### src/rtl/npn_pkg.sv
// Shared types and constants for the NPN truth-table capture block.
package npn_pkg;

    localparam int TT_W      = 16;
    localparam int N_MINTERM = 16;
    localparam int IDX_W     = 4;
    localparam int ONES_W    = 5;

    // Truth table the capture block compares against unless overridden.
    localparam logic [TT_W-1:0] EXP_TT_DEFAULT = 16'hE766;

    typedef enum logic [1:0] {
        ST_IDLE  = 2'd0,
        ST_DRIVE = 2'd1,
        ST_DRAIN = 2'd2,
        ST_DONE  = 2'd3
    } npn_state_e;

    // Running population count: add one captured bit to the total.
    function automatic logic [ONES_W-1:0] ones_add(input logic [ONES_W-1:0] cnt,
                                                   input logic            bit_in);
        return cnt + {{(ONES_W-1){1'b0}}, bit_in};
    endfunction

endpackage

### src/rtl/npn_lat_pipe.sv
// Valid/index delay line: tells the capture logic which minterm the
// returning y0 belongs to, LAT cycles after that minterm was driven.
module npn_lat_pipe
    import npn_pkg::*;
#(
    parameter int LAT = 1
) (
    input  logic             clk,
    input  logic             rst,
    input  logic             in_valid,
    input  logic [IDX_W-1:0] in_idx,
    output logic             out_valid,
    output logic [IDX_W-1:0] out_idx
);

    generate
        if (LAT == 0) begin : g_pass
            // Zero latency: the minterm driven this cycle is captured this cycle.
            assign out_valid = in_valid;
            assign out_idx   = in_idx;
        end else begin : g_pipe
            logic [LAT-1:0]            vld_q;
            logic [LAT-1:0]            vld_d;
            logic [LAT-1:0][IDX_W-1:0] idx_q;
            logic [LAT-1:0][IDX_W-1:0] idx_d;

            // Shift the valid/index pair one stage per cycle.
            always_comb begin
                vld_d    = vld_q;
                idx_d    = idx_q;
                vld_d[0] = in_valid;
                idx_d[0] = in_idx;
                for (int i = 1; i < LAT; i++) begin
                    vld_d[i] = vld_q[i-1];
                    idx_d[i] = idx_q[i-1];
                end
            end

            // Delay-line registers; reset empties the line.
            always_ff @(posedge clk or posedge rst) begin
                if (rst) begin
                    vld_q <= '0;
                    idx_q <= '0;
                end else begin
                    vld_q <= vld_d;
                    idx_q <= idx_d;
                end
            end

            assign out_valid = vld_q[LAT-1];
            assign out_idx   = idx_q[LAT-1];
        end
    endgenerate

endmodule

### src/rtl/npn_tt_capture.sv
// Sweeps all 16 minterms into a downstream 4-input function and records
// its answers as a truth table, with popcount and expected-value match.
module npn_tt_capture
    import npn_pkg::*;
#(
    parameter int              LAT    = 1,
    parameter logic [TT_W-1:0] EXP_TT = EXP_TT_DEFAULT
) (
    input  logic              clk,
    input  logic              rst,
    input  logic              start,
    output logic              x0,
    output logic              x1,
    output logic              x2,
    output logic              x3,
    input  logic              y0,
    output logic              busy,
    output logic              done,
    output logic [TT_W-1:0]   tt,
    output logic [ONES_W-1:0] ones,
    output logic              match
);

    npn_state_e        state_q, state_d;
    logic [IDX_W-1:0]  x_q, x_d;
    logic [1:0]        drain_q, drain_d;
    logic              busy_q, busy_d;
    logic              done_q, done_d;
    logic [TT_W-1:0]   tt_q, tt_d;
    logic [ONES_W-1:0] ones_q, ones_d;
    logic              match_q, match_d;

    logic              cap_valid_s;
    logic [IDX_W-1:0]  cap_idx_s;
    logic              pipe_in_valid_s;

    // The driven minterm enters the delay line only while sweeping.
    assign pipe_in_valid_s = (state_q == ST_DRIVE);

    npn_lat_pipe #(
        .LAT(LAT)
    ) u_lat_pipe (
        .clk      (clk),
        .rst      (rst),
        .in_valid (pipe_in_valid_s),
        .in_idx   (x_q),
        .out_valid(cap_valid_s),
        .out_idx  (cap_idx_s)
    );

    // Next-state, minterm sequencing and truth-table capture.
    always_comb begin
        state_d = state_q;
        x_d     = 4'd0;
        drain_d = drain_q;
        tt_d    = tt_q;
        ones_d  = ones_q;
        match_d = match_q;

        case (state_q)
            ST_IDLE: begin
                if (start) begin
                    state_d = ST_DRIVE;
                    tt_d    = '0;
                    ones_d  = '0;
                    match_d = 1'b0;
                end else begin
                    state_d = ST_IDLE;
                end
            end
            ST_DRIVE: begin
                if (x_q == 4'd15) begin
                    drain_d = 2'd0;
                    if (LAT == 0) begin
                        state_d = ST_DONE;
                    end else begin
                        state_d = ST_DRAIN;
                    end
                end else begin
                    x_d = x_q + 4'd1;
                end
            end
            ST_DRAIN: begin
                if (drain_q == 2'(LAT - 1)) begin
                    state_d = ST_DONE;
                end else begin
                    drain_d = drain_q + 2'd1;
                end
            end
            ST_DONE: begin
                state_d = ST_IDLE;
            end
            default: begin
                state_d = ST_IDLE;
            end
        endcase

        // The delay line only carries minterms from the current sweep,
        // so a capture never coincides with the clear on leaving IDLE.
        if (cap_valid_s) begin
            tt_d[cap_idx_s] = y0;
            ones_d          = ones_add(ones_q, y0);
            match_d         = (tt_d == EXP_TT);
        end else begin
            ones_d = ones_d;
        end

        busy_d = (state_d == ST_DRIVE) || (state_d == ST_DRAIN);
        done_d = (state_d == ST_DONE);
    end

    // State and registered outputs.
    always_ff @(posedge clk or posedge rst) begin
        if (rst) begin
            state_q <= ST_IDLE;
            x_q     <= 4'd0;
            drain_q <= 2'd0;
            busy_q  <= 1'b0;
            done_q  <= 1'b0;
            tt_q    <= '0;
            ones_q  <= '0;
            match_q <= 1'b0;
        end else begin
            state_q <= state_d;
            x_q     <= x_d;
            drain_q <= drain_d;
            busy_q  <= busy_d;
            done_q  <= done_d;
            tt_q    <= tt_d;
            ones_q  <= ones_d;
            match_q <= match_d;
        end
    end

    assign x0    = x_q[0];
    assign x1    = x_q[1];
    assign x2    = x_q[2];
    assign x3    = x_q[3];
    assign busy  = busy_q;
    assign done  = done_q;
    assign tt    = tt_q;
    assign ones  = ones_q;
    assign match = match_q;

endmodule

### config.mk
export PLATFORM = sky130hd
export DESIGN_NAME = npn_tt_capture
export DESIGN_NICKNAME = d
export VERILOG_FILES = /design/src/rtl/npn_pkg.sv /design/src/rtl/npn_lat_pipe.sv /design/src/rtl/npn_tt_capture.sv
export SDC_FILE = /design/constraint.sdc
export NUM_CORES = 1
export LEC_CHECK = 0
export ABC_AREA = 1
export CAP_MARGIN = 5
export CORE_ASPECT_RATIO = 1.75
export CORE_MARGIN = 5
export CORE_UTILIZATION = 52
export CTS_CLUSTER_DIAMETER = 80
export CTS_CLUSTER_SIZE = 40
export DETAILED_ROUTE_END_ITERATION = 6
export PLACE_DENSITY = 0.87
export REMOVE_ABC_BUFFERS = 1
export SYNTH_ARGS = -nofsm -noshare
export SYNTH_HDL_FRONTEND = slang
export SYNTH_SLANG_ARGS = --single-unit
### constraint.sdc
create_clock -name clk -period 2 [get_ports clk]
set_input_delay 0.4 -clock clk [delete_from_list [all_inputs] [get_ports clk]]
set_output_delay 0.4 -clock clk [all_outputs]
set_load 0.02 [all_outputs]
## Word level (Yosys, flattened, before mapping)

Cells that the tools add are included.

| operators by class | value |
|---|---|
| $add $sub $neg | 3 |
| $lt $le $gt $ge | 2 |
| equality and inequality tests | 10 |
| mux-type cells | 21 |
| reductions and logical operators | 9 |

Operators by type and width:

| operator | count |
|---|---|
| $mux 16 | 3 |
| $bwmux 16 | 1 |
| $eq 16x16->1 const B | 1 |
| $mux 5 | 3 |
| $eq 2x2->1 const B | 4 |
| $mux 2 | 4 |
| $mux 4 | 2 |
| $pmux 2 s4 | 1 |
| $reduce_bool 2->1 | 3 |
| $add 5x1->5 | 1 |
| $lt 4x5->1 const B | 1 |
| $mux 1 | 5 |
| $add 4x1->4 const B | 1 |
| $demux 1 s4 | 1 |
| $eq 2x1->1 const B | 2 |
| $eq 4x4->1 const B | 1 |
| $ge 4x1->1 const B | 1 |
| $logic_not 2->1 | 2 |
| $ne 2x2->1 const B | 2 |
| $pmux 2 s2 | 1 |
| $reduce_and 3->1 | 1 |
| $add 2x1->2 const B | 1 |
| $reduce_and 2->1 | 1 |
| $logic_and 1x1->1 | 1 |
| $logic_or 1x1->1 | 1 |

| word-level totals | value |
|---|---|
| register bits after elaboration | 37 |
| bits of input ports | 4 |
| output and inout bits | 28 |
| logic and storage cells | 55 |

## Depth between registers and ports, before layout

Gate-level depths: netlist of the first run.

| logic depth | value |
|---|---|
| word-level depth | 7 |
| gate-level depth with buffers | 12 |
| gate-level depth less buffers | 12 |

## Hierarchy

From an unflattened synthesis of the first run, not the netlist that was laid out.

| second synthesis, totals | value |
|---|---|
| cell total of the unflattened synthesis | 250 |
| area, all modules | 1935.6 um^2 |

By module, submodules not included:

| module | instances | cells each | area each (um^2) | sequential area each (um^2) |
|---|---|---|---|---|
| npn_tt_capture | 1 | 244 | 1806.7 | 800.8 |
| npn_lat_pipe | 1 | 6 | 128.9 | 125.1 |

## Worst setup path before layout of the first run

No wires, ideal clock.

| path | value |
|---|---|
| path kind | register to register |
| start point | register x_q[0] |
| end point | register busy_q (netlist: busy) |
| setup time | 0.126 ns |
| data arrival time | 1.508 ns |
| data required time | 1.874 ns |
| setup slack | 0.366 ns |
| cell stages (with the launch flop) | 10 |
| path buffers | 0 |
| clock period less this slack | 1.634 ns |
| cell sequence | dfrtp_1 > ha_1 > nand2_1 > inv_1 > nand2_1 > nand2_1 > inv_1 > o21ai_0 > a31oi_1 > ha_1 |

| on the way | value |
|---|---|
| word-level cells in the longest chain between the ends | 5 |
| elaborated cells on any way between the ends | 6 |
| those cells by class | eq/ne: 3; mux: 2; reduce/logical: 1 |

Ends and longest elaborated chain:

| what | RTL line | source |
|---|---|---|
| start: declaration | npn_tt_capture.sv:25 | `logic [IDX_W-1:0] x_q, x_d;` |
| start signal: assignment | npn_tt_capture.sv:116 | `x_q <= 4'd0;` |
| start signal: assignment | npn_tt_capture.sv:125 | `x_q <= x_d;` |
| $eq 4x4->1 (*) | npn_tt_capture.sv:72 | `if (x_q == 4'd15) begin` |
| $mux 2 (*) | npn_tt_capture.sv:72 |  |
| $pmux 2 s4 (*) | npn_tt_capture.sv:60 | `case (state_q)` |
| via state_d[0] | npn_tt_capture.sv:24 | `npn_state_e state_q, state_d;` |
| $eq 2x1->1 or $eq 2x2->1 (tied branches) | npn_tt_capture.sv:108 | `busy_d = (state_d == ST_DRIVE) \|\| (state_d == ST_DRAIN);` |
| $logic_or 1x1->1 (*) | npn_tt_capture.sv:108 |  |
| via busy_d | npn_tt_capture.sv:27 | `logic busy_q, busy_d;` |
| end signal: assignment | npn_tt_capture.sv:127 | `busy_q <= busy_d;` |
| end: declaration | npn_tt_capture.sv:27 |  |

Mark *: on every way through the listed nets, which the timed path passes. The rest lies on a longest branch.
A chain may end at the register's enable or synchronous reset.

## Worst setup path in the final report of the first run

| path | value |
|---|---|
| start point | register state_q[0] |
| end point | register match_q (netlist: match) |

| on the way | value |
|---|---|
| word-level cells in the longest chain between the ends | 5 |
| elaborated cells on any way between the ends | 7 |
| those cells by class | eq/ne: 1; mux: 3; reduce/logical: 3 |

Ends and longest elaborated chain:

| what | RTL line | source |
|---|---|---|
| start: declaration | npn_tt_capture.sv:24 |  |
| start signal: assignment | npn_tt_capture.sv:124 | `state_q <= state_d;` |
| $logic_not 2->1 (*) | npn_tt_capture.sv:60 |  |
| $mux 16 | npn_tt_capture.sv:60 |  |
| $bwmux 16 | npn_tt_capture.sv:101 | `tt_d[cap_idx_s] = y0;` |
| $eq 16x16->1 | npn_tt_capture.sv:103 | `match_d = (tt_d == EXP_TT);` |
| $mux 1 | npn_tt_capture.sv:100 | `if (cap_valid_s) begin` |
| end signal: assignment | npn_tt_capture.sv:131 | `match_q <= match_d;` |
| end: declaration | npn_tt_capture.sv:31 | `logic match_q, match_d;` |

Every way passes the cells marked *; elsewhere a longest branch is shown, timed or not.

==> flow_metrics.env, run 1 <==
export IMPL_setup_tns_ns=0
export IMPL_ys_types=21
export IMPL_cp_slowest_cell="dfrtp_1"
export IMPL_vias=1721
export IMPL_nets=298
export IMPL_grt_pass1_wl_mm=7.20
export IMPL_worstSkewPairLatency_ns=0.29
export IMPL_dr_pass1_iters=4
export IMPL_cts_sink_count=37
export IMPL_r2r_end="match"
export IMPL_synth_common_cells="77 x nand2_1, 37 x dfrtp_1, 27 x nand3_1, 24 x nor2_1, 20 x o21ai_0"
export IMPL_r2r_setup_slack_ns=0.18
export IMPL_crit_top_cell="nand2_1"
export IMPL_start_util_pct=53.5
export IMPL_grt_max_degree=38
export IMPL_leakage_nw=1.17
export IMPL_ys_warn_count=0
export IMPL_yosysMostFrequentCell="nand2_1"
export IMPL_wl_per_cell_um=12.6
export IMPL_fin_crit_ns=1.82
export IMPL_ys_ff_latch=37
export IMPL_postCtsHoldBufs=0
export IMPL_track_usage_pct=17.9
export IMPL_syn_area_per_cell_um2=7.78
export IMPL_ctsLongestPathBuffers=2
export IMPL_grt_pass1_vias=1629
export IMPL_cp_data_arrival_time_ns=2.05
export IMPL_required_ns=2.23
export IMPL_max_cap_violations=0
export IMPL_dpl_hpwl_mm=3.18
export IMPL_coreArea_um2=3590
export IMPL_path_max_fanout=6
export IMPL_setup_ws_ns=0.183
export IMPL_netlist_area_um2=1920
export IMPL_critPathLaunch="state_q[0]"
export IMPL_port_buffers=31
export IMPL_slew_viol_final=0
export IMPL_ant_nets=0
export IMPL_die_y_um=90.4
export IMPL_drive_gt1_share_pct=8.77
export IMPL_clock_skew_ns=0.00364
export IMPL_cts_tree="built"
export IMPL_ctsResizeCount=0
export IMPL_reg2reg_from="state_q[0]"
export IMPL_final_cells=331
export IMPL_fmax_mhz=550
export IMPL_finalPower_mw=2.82
export IMPL_slew_headroom_pct=62.3
export IMPL_utilization_pct=67.9
export IMPL_synth_ff_type="dfrtp_1"
export IMPL_diodes=0
export IMPL_synth_edf_count=0
export IMPL_gp_congestion=0.910
export IMPL_syn_inst=247
export IMPL_crit_end="match"
export IMPL_slowest_delay_ns=0.39
export IMPL_dp_cells=323
export IMPL_synth_seq_area_share_pct=48.2
export IMPL_fill_cells=301
export IMPL_die_w_um=56.0
export IMPL_finalWirelength_mm=4.17
export IMPL_period_share_pct=90.8
export IMPL_power_density_nw_per_um2=1160
export IMPL_drc=0
export IMPL_hp_class="register to register"
export IMPL_run_status="finished, final reports clean"
export IMPL_overflow=0
export IMPL_crit_type="register to register"
export IMPL_vdd_ir_drop_max_v=0.00104
export IMPL_clk_pin_slew_ns=0.07
export IMPL_rows=29
export IMPL_synthToLayoutAreaGrowth_pct=26.9
export IMPL_die_area_um2=5060
export IMPL_rr_worst_depth=12
export IMPL_post_cts_repair_setup_buffers=0
export IMPL_rsz0062_at_grt="no"
export IMPL_synth_top_area_share_pct=48.2
export IMPL_setup_viol=0
export IMPL_end_kind="register"
export IMPL_vias_per_cell=5.20
export IMPL_cp_start_kind="register"
export IMPL_hold_violations=0
export IMPL_antenna_found_initial=0
export IMPL_async_flop_share_pct=100
export IMPL_ys_top_cells_by_area="dfrtp_1 48%, nand2_1 15%, nand3_1 7.0%"
export IMPL_cts_buffers=5
export IMPL_first_iter_violations=56
export IMPL_ioPinCount=32
export IMPL_pre_cts_ws_ns=0.0117
export IMPL_tightest_slew_ns=0.564
export IMPL_cts_root_buf="clkbuf_8"
export IMPL_crit_path_cell_trace="inv_1, ha_1, nand2_1, buf_4, nand2_1, o21ai_1, nand2_1, nor2_1, nand3_1, nor2_1, nand2_1, nand2_1"
export IMPL_synth_largest_area_cell="dfrtp_1"
export IMPL_cts_htree_levels=2
## area by class of cell
type / instances / area [µm²] / area share (%)
repair buffers: 37 / 355 / 14.6
clock buffers: 5 / 68.8 / 2.82
multi-input cells: 180 / 880 / 36.1
clock inverters: 3 / 65.1 / 2.67
well taps: 46 / 57.6 / 2.36
flip-flops and latches: 37 / 926 / 38.0
inverters: 23 / 86.3 / 3.54
## routing by layer
layer	track usage, %	wire length [µm]	vias to the layer above
met4	7.13	88	0
met1	18.8	1520	803
met5	0	0	-
li1	-	-	867
met3	3.86	180	7
met2	33.6	2370	44
## logic make-up (layout without fill, tap and decap cells)
kind of cell / count (synthesis) / in the layout / synth area share, %
and+or+nand+nor: 135 / 135 / 29.6
xor gates and xnor gates: 1 / 1 / 0.456
DFF: 37 / 37 / 48.2
buffers and inverters: 30 / 68 / 6.05
adders and majority gates: 10 / 10 / 6.51
AOI/OAI and AO/OA: 34 / 34 / 9.25
## cells in the final DEF, fill, tap and decap left out
master,netlist,layout
buf_4,0,6
o21ai_0,20,20
nand2_1,77,77
xor2_1,1,1
dfrtp_1,37,37
clkbuf_8,0,5
inv_2,5,5
nand4_1,1,1
nor2_1,24,24
clkinv_2,0,1
nand2_2,1,1
inv_1,17,17
ha_1,10,10
a31oi_1,1,1
clkinv_1,1,1
o31ai_1,1,1
nor2_4,2,2
clkdlybuf4s50_1,0,31
nand3_1,27,27
a22o_1,1,1
nor2_2,3,3
bufinv_16,0,2
o21ai_1,9,9
a21oi_1,2,2
## worst max-delay path: cells and delay by family, from the launching register on
| family | cells | cell delay (ns) |
|---|---|---|
| flip-flops | 1 | 0.39 |
| adder cells (fa/ha/maj) | 1 | 0.22 |
| buffers and inverters | 2 | 0.28 |
| AND/OR/NAND/NOR | 8 | 0.77 |
| AO/OA/AOI/OAI | 1 | 0.10 |
## power by group
group	switching [mW]	internal [mW]	total [mW]
logic	0.656	0.378	1.03
clock network	0.264	0.495	0.760
registers	0.140	0.887	1.03
total	1.06	1.76	2.82
## metrics by stage
stage | hold slack, ns | instance area, µm²
floorplan | 0.508 | 1890
global placement | 0.434 | 2300
detailed placement | 0.435 | 2300
CTS | 0.453 | 2440
global route | 0.482 | 2440
finish | 0.453 | 2440
## worst min path at each step
stage                     startpoint                     to  slack [ns]  depth (start not counted)
after CTS                     x_q[3]  u_lat_pipe.out_idx[3]        0.45                          0
after floorplan           drain_q[1]             drain_q[1]        0.51                          2
final                         x_q[3]  u_lat_pipe.out_idx[3]        0.45                          0
after global placement        x_q[1]  u_lat_pipe.out_idx[1]        0.43                          0
after detailed placement      x_q[3]  u_lat_pipe.out_idx[3]        0.44                          0
after global routing          x_q[1]  u_lat_pipe.out_idx[1]        0.48                          0
## registers in the layout, summed over array words and instances (netlist names)
| register | count |
|---|---|
| x_q | 4 |
| done | 1 |
| busy | 1 |
| u_lat_pipe.out_idx | 4 |
| state_q | 2 |
| u_lat_pipe.out_valid | 1 |
| tt | 16 |
| match | 1 |
| ones | 5 |
| drain_q | 2 |
(Power assumes the default switching activity.)
==> run 2: changes to the inputs <==
--- a/config.mk
+++ b/config.mk
@@ -9,11 +9,11 @@
 export CAP_MARGIN = 5
 export CORE_ASPECT_RATIO = 1.75
 export CORE_MARGIN = 5
-export CORE_UTILIZATION = 52
+export CORE_UTILIZATION = 57
 export CTS_CLUSTER_DIAMETER = 80
 export CTS_CLUSTER_SIZE = 40
 export DETAILED_ROUTE_END_ITERATION = 6
-export PLACE_DENSITY = 0.87
+export PLACE_DENSITY = 0.94
 export REMOVE_ABC_BUFFERS = 1
 export SYNTH_ARGS = -nofsm -noshare
 export SYNTH_HDL_FRONTEND = slang
==> constraint.sdc (replaced) <==
create_clock -name clk -period 2.2 [get_ports clk]
set_input_delay 0.44 -clock clk [delete_from_list [all_inputs] [get_ports clk]]
set_output_delay 0.44 -clock clk [all_outputs]
set_load 0.02 [all_outputs]
==> flow_metrics.env, run 2 (same netlist as run 1, synthesis figures left out) <==
export IMPL_run_status="finished, final reports clean"
export IMPL_layout_common_cells="77 x nand2_1, 37 x dfrtp_1, 31 x clkdlybuf4s50_1, 27 x nand3_1, 24 x nor2_1"
export IMPL_ctsLongestPathBuffers=2
export IMPL_overflow=0
export IMPL_cts_tree="built"
export IMPL_reg2reg_from="state_q[0]"
export IMPL_power_density_nw_per_um2=1070
export IMPL_postCtsHoldBufs=0
export IMPL_rsz0062_at_grt="no"
export IMPL_setup_viol=0
export IMPL_cp_slowest_cell="dfrtp_1"
export IMPL_crit_type="register to register"
export IMPL_cp_data_arrival_time_ns=2.10
export IMPL_r2r_setup_slack_ns=0.33
export IMPL_track_usage_pct=23.1
export IMPL_ant_nets=0
export IMPL_drive_gt1_share_pct=8.13
export IMPL_setup_tns_ns=0
export IMPL_cts_htree_levels=2
export IMPL_worstSkewPairLatency_ns=0.29
export IMPL_coreArea_um2=3330
export IMPL_diodes=0
export IMPL_cts_root_buf="clkbuf_8"
export IMPL_worstHoldEndpoint="u_lat_pipe.out_idx[1]"
export IMPL_clock_skew_ns=0.00201
export IMPL_port_buffers=31
export IMPL_wl_per_cell_um=13.9
export IMPL_vias_per_cell=5.45
export IMPL_slew_viol_final=0
export IMPL_antenna_found_initial=0
export IMPL_utilization_pct=72.8
export IMPL_rr_worst_depth=12
export IMPL_fin_crit_ns=1.87
export IMPL_path_buf_inv=2
export IMPL_worstHoldPathCells=0
export IMPL_end_kind="register"
export IMPL_tightest_slew_ns=0.598
export IMPL_cts_sink_count=37
export IMPL_die_y_um=86.8
export IMPL_post_cts_repair_setup_buffers=0
export IMPL_path_max_fanout=14
export IMPL_hold_start="x_q[1]"
export IMPL_gp_congestion=0.973
export IMPL_period_share_pct=85.0
export IMPL_leakage_nw=1.16
export IMPL_r2r_end="match"
export IMPL_layout_commonest_cell="nand2_1"
export IMPL_nets=296
export IMPL_clk_pin_slew_ns=0.07
export IMPL_finalWirelength_mm=4.54
export IMPL_drc=0
export IMPL_ioPinCount=32
export IMPL_rows=28
export IMPL_largest_reg_flops=16
export IMPL_vdd_ir_drop_max_v=0.00109
export IMPL_finalPower_mw=2.58
export IMPL_synthToLayoutAreaGrowth_pct=26.0
export IMPL_grt_pass1_wl_mm=7.91
export IMPL_hp_class="register to register"
export IMPL_dpl_hpwl_mm=3.33
export IMPL_crit_path_cell_trace="inv_1, ha_1, nand2_1, buf_4, nand2_1, nand2_1, o21ai_1, nor2_1, nand2_1, nor2_1, nand2_1, nand2_1"
export IMPL_fill_cells=245
export IMPL_cp_start_kind="register"
export IMPL_dr_pass1_iters=4
export IMPL_slew_headroom_pct=60.1
export IMPL_setup_ws_ns=0.329
export IMPL_ctsResizeCount=0
export IMPL_fmax_mhz=535
export IMPL_pre_cts_ws_ns=0.135
export IMPL_crit_family="simple AND/OR/NAND/NOR gates"
export IMPL_slowest_delay_ns=0.38
export IMPL_vias=1789
export IMPL_die_area_um2=4680
export IMPL_crit_top_cell="nand2_1"
export IMPL_required_ns=2.43
export IMPL_grt_max_degree=38
export IMPL_die_w_um=53.9
export IMPL_hold_violations=0
export IMPL_grt_pass1_vias=1858
export IMPL_first_iter_violations=54
export IMPL_start_util_pct=57.7
export IMPL_max_cap_violations=0
export IMPL_cts_buffers=5
run 2: cell types whose count changed in the layout (fill, tap and decap cells not counted), sizes merged:
| cell | previous run | this run |
|---|---|---|
| buf | 6 | 4 |
run 2: where the power goes:
part           switching (mW)  total, mW  internal (mW)
logic                   0.616      0.953          0.338
clock network           0.243      0.693          0.450
registers               0.132      0.938          0.807
total                   0.990       2.58           1.59
run 2: final cells by class:
| type | count | area [µm²] | share of cell area [%] |
|---|---|---|---|
| Sequential cell | 37 | 926 | 38.2 |
| Multi-Input combinational cell | 180 | 880 | 36.3 |
| Timing Repair Buffer | 35 | 340 | 14.0 |
| Inverter | 23 | 86.3 | 3.56 |
| Clock inverter | 3 | 65.1 | 2.69 |
| Clock buffer | 5 | 68.8 | 2.84 |
| Tap cell | 45 | 56.3 | 2.32 |
run 2: how the worst max path moves through the flow:
stage | start | end | slack [ns] | cells after the start
6_report | state_q[0] | match | 0.33 | 12
3_5_place_dp | start | match | 0.14 | 11
4_1_cts | state_q[0] | match | 0.34 | 12
5_1_grt | state_q[1] | match | 0.17 | 12
2_1_floorplan | state_q[0] | match | 0.47 | 11
3_3_place_gp | start | match | 0.17 | 10
run 2: metrics by stage:
step,std cells,instance area [µm²],hold slack [ns]
6_report,328,2420,0.460
2_1_floorplan,240,1890,0.508
3_5_place_dp,320,2290,0.435
3_3_place_gp,320,2290,0.426
4_1_cts,328,2420,0.467
5_1_grt,328,2420,0.490
run 2: metal layers:
metal,up-vias,routed length [µm],GRT usage (%)
met3,25,207,4.82
met2,61,2480,40.9
met5,-,0,0
li1,864,-,-
met4,0,236,12.6
met1,839,1620,24.0
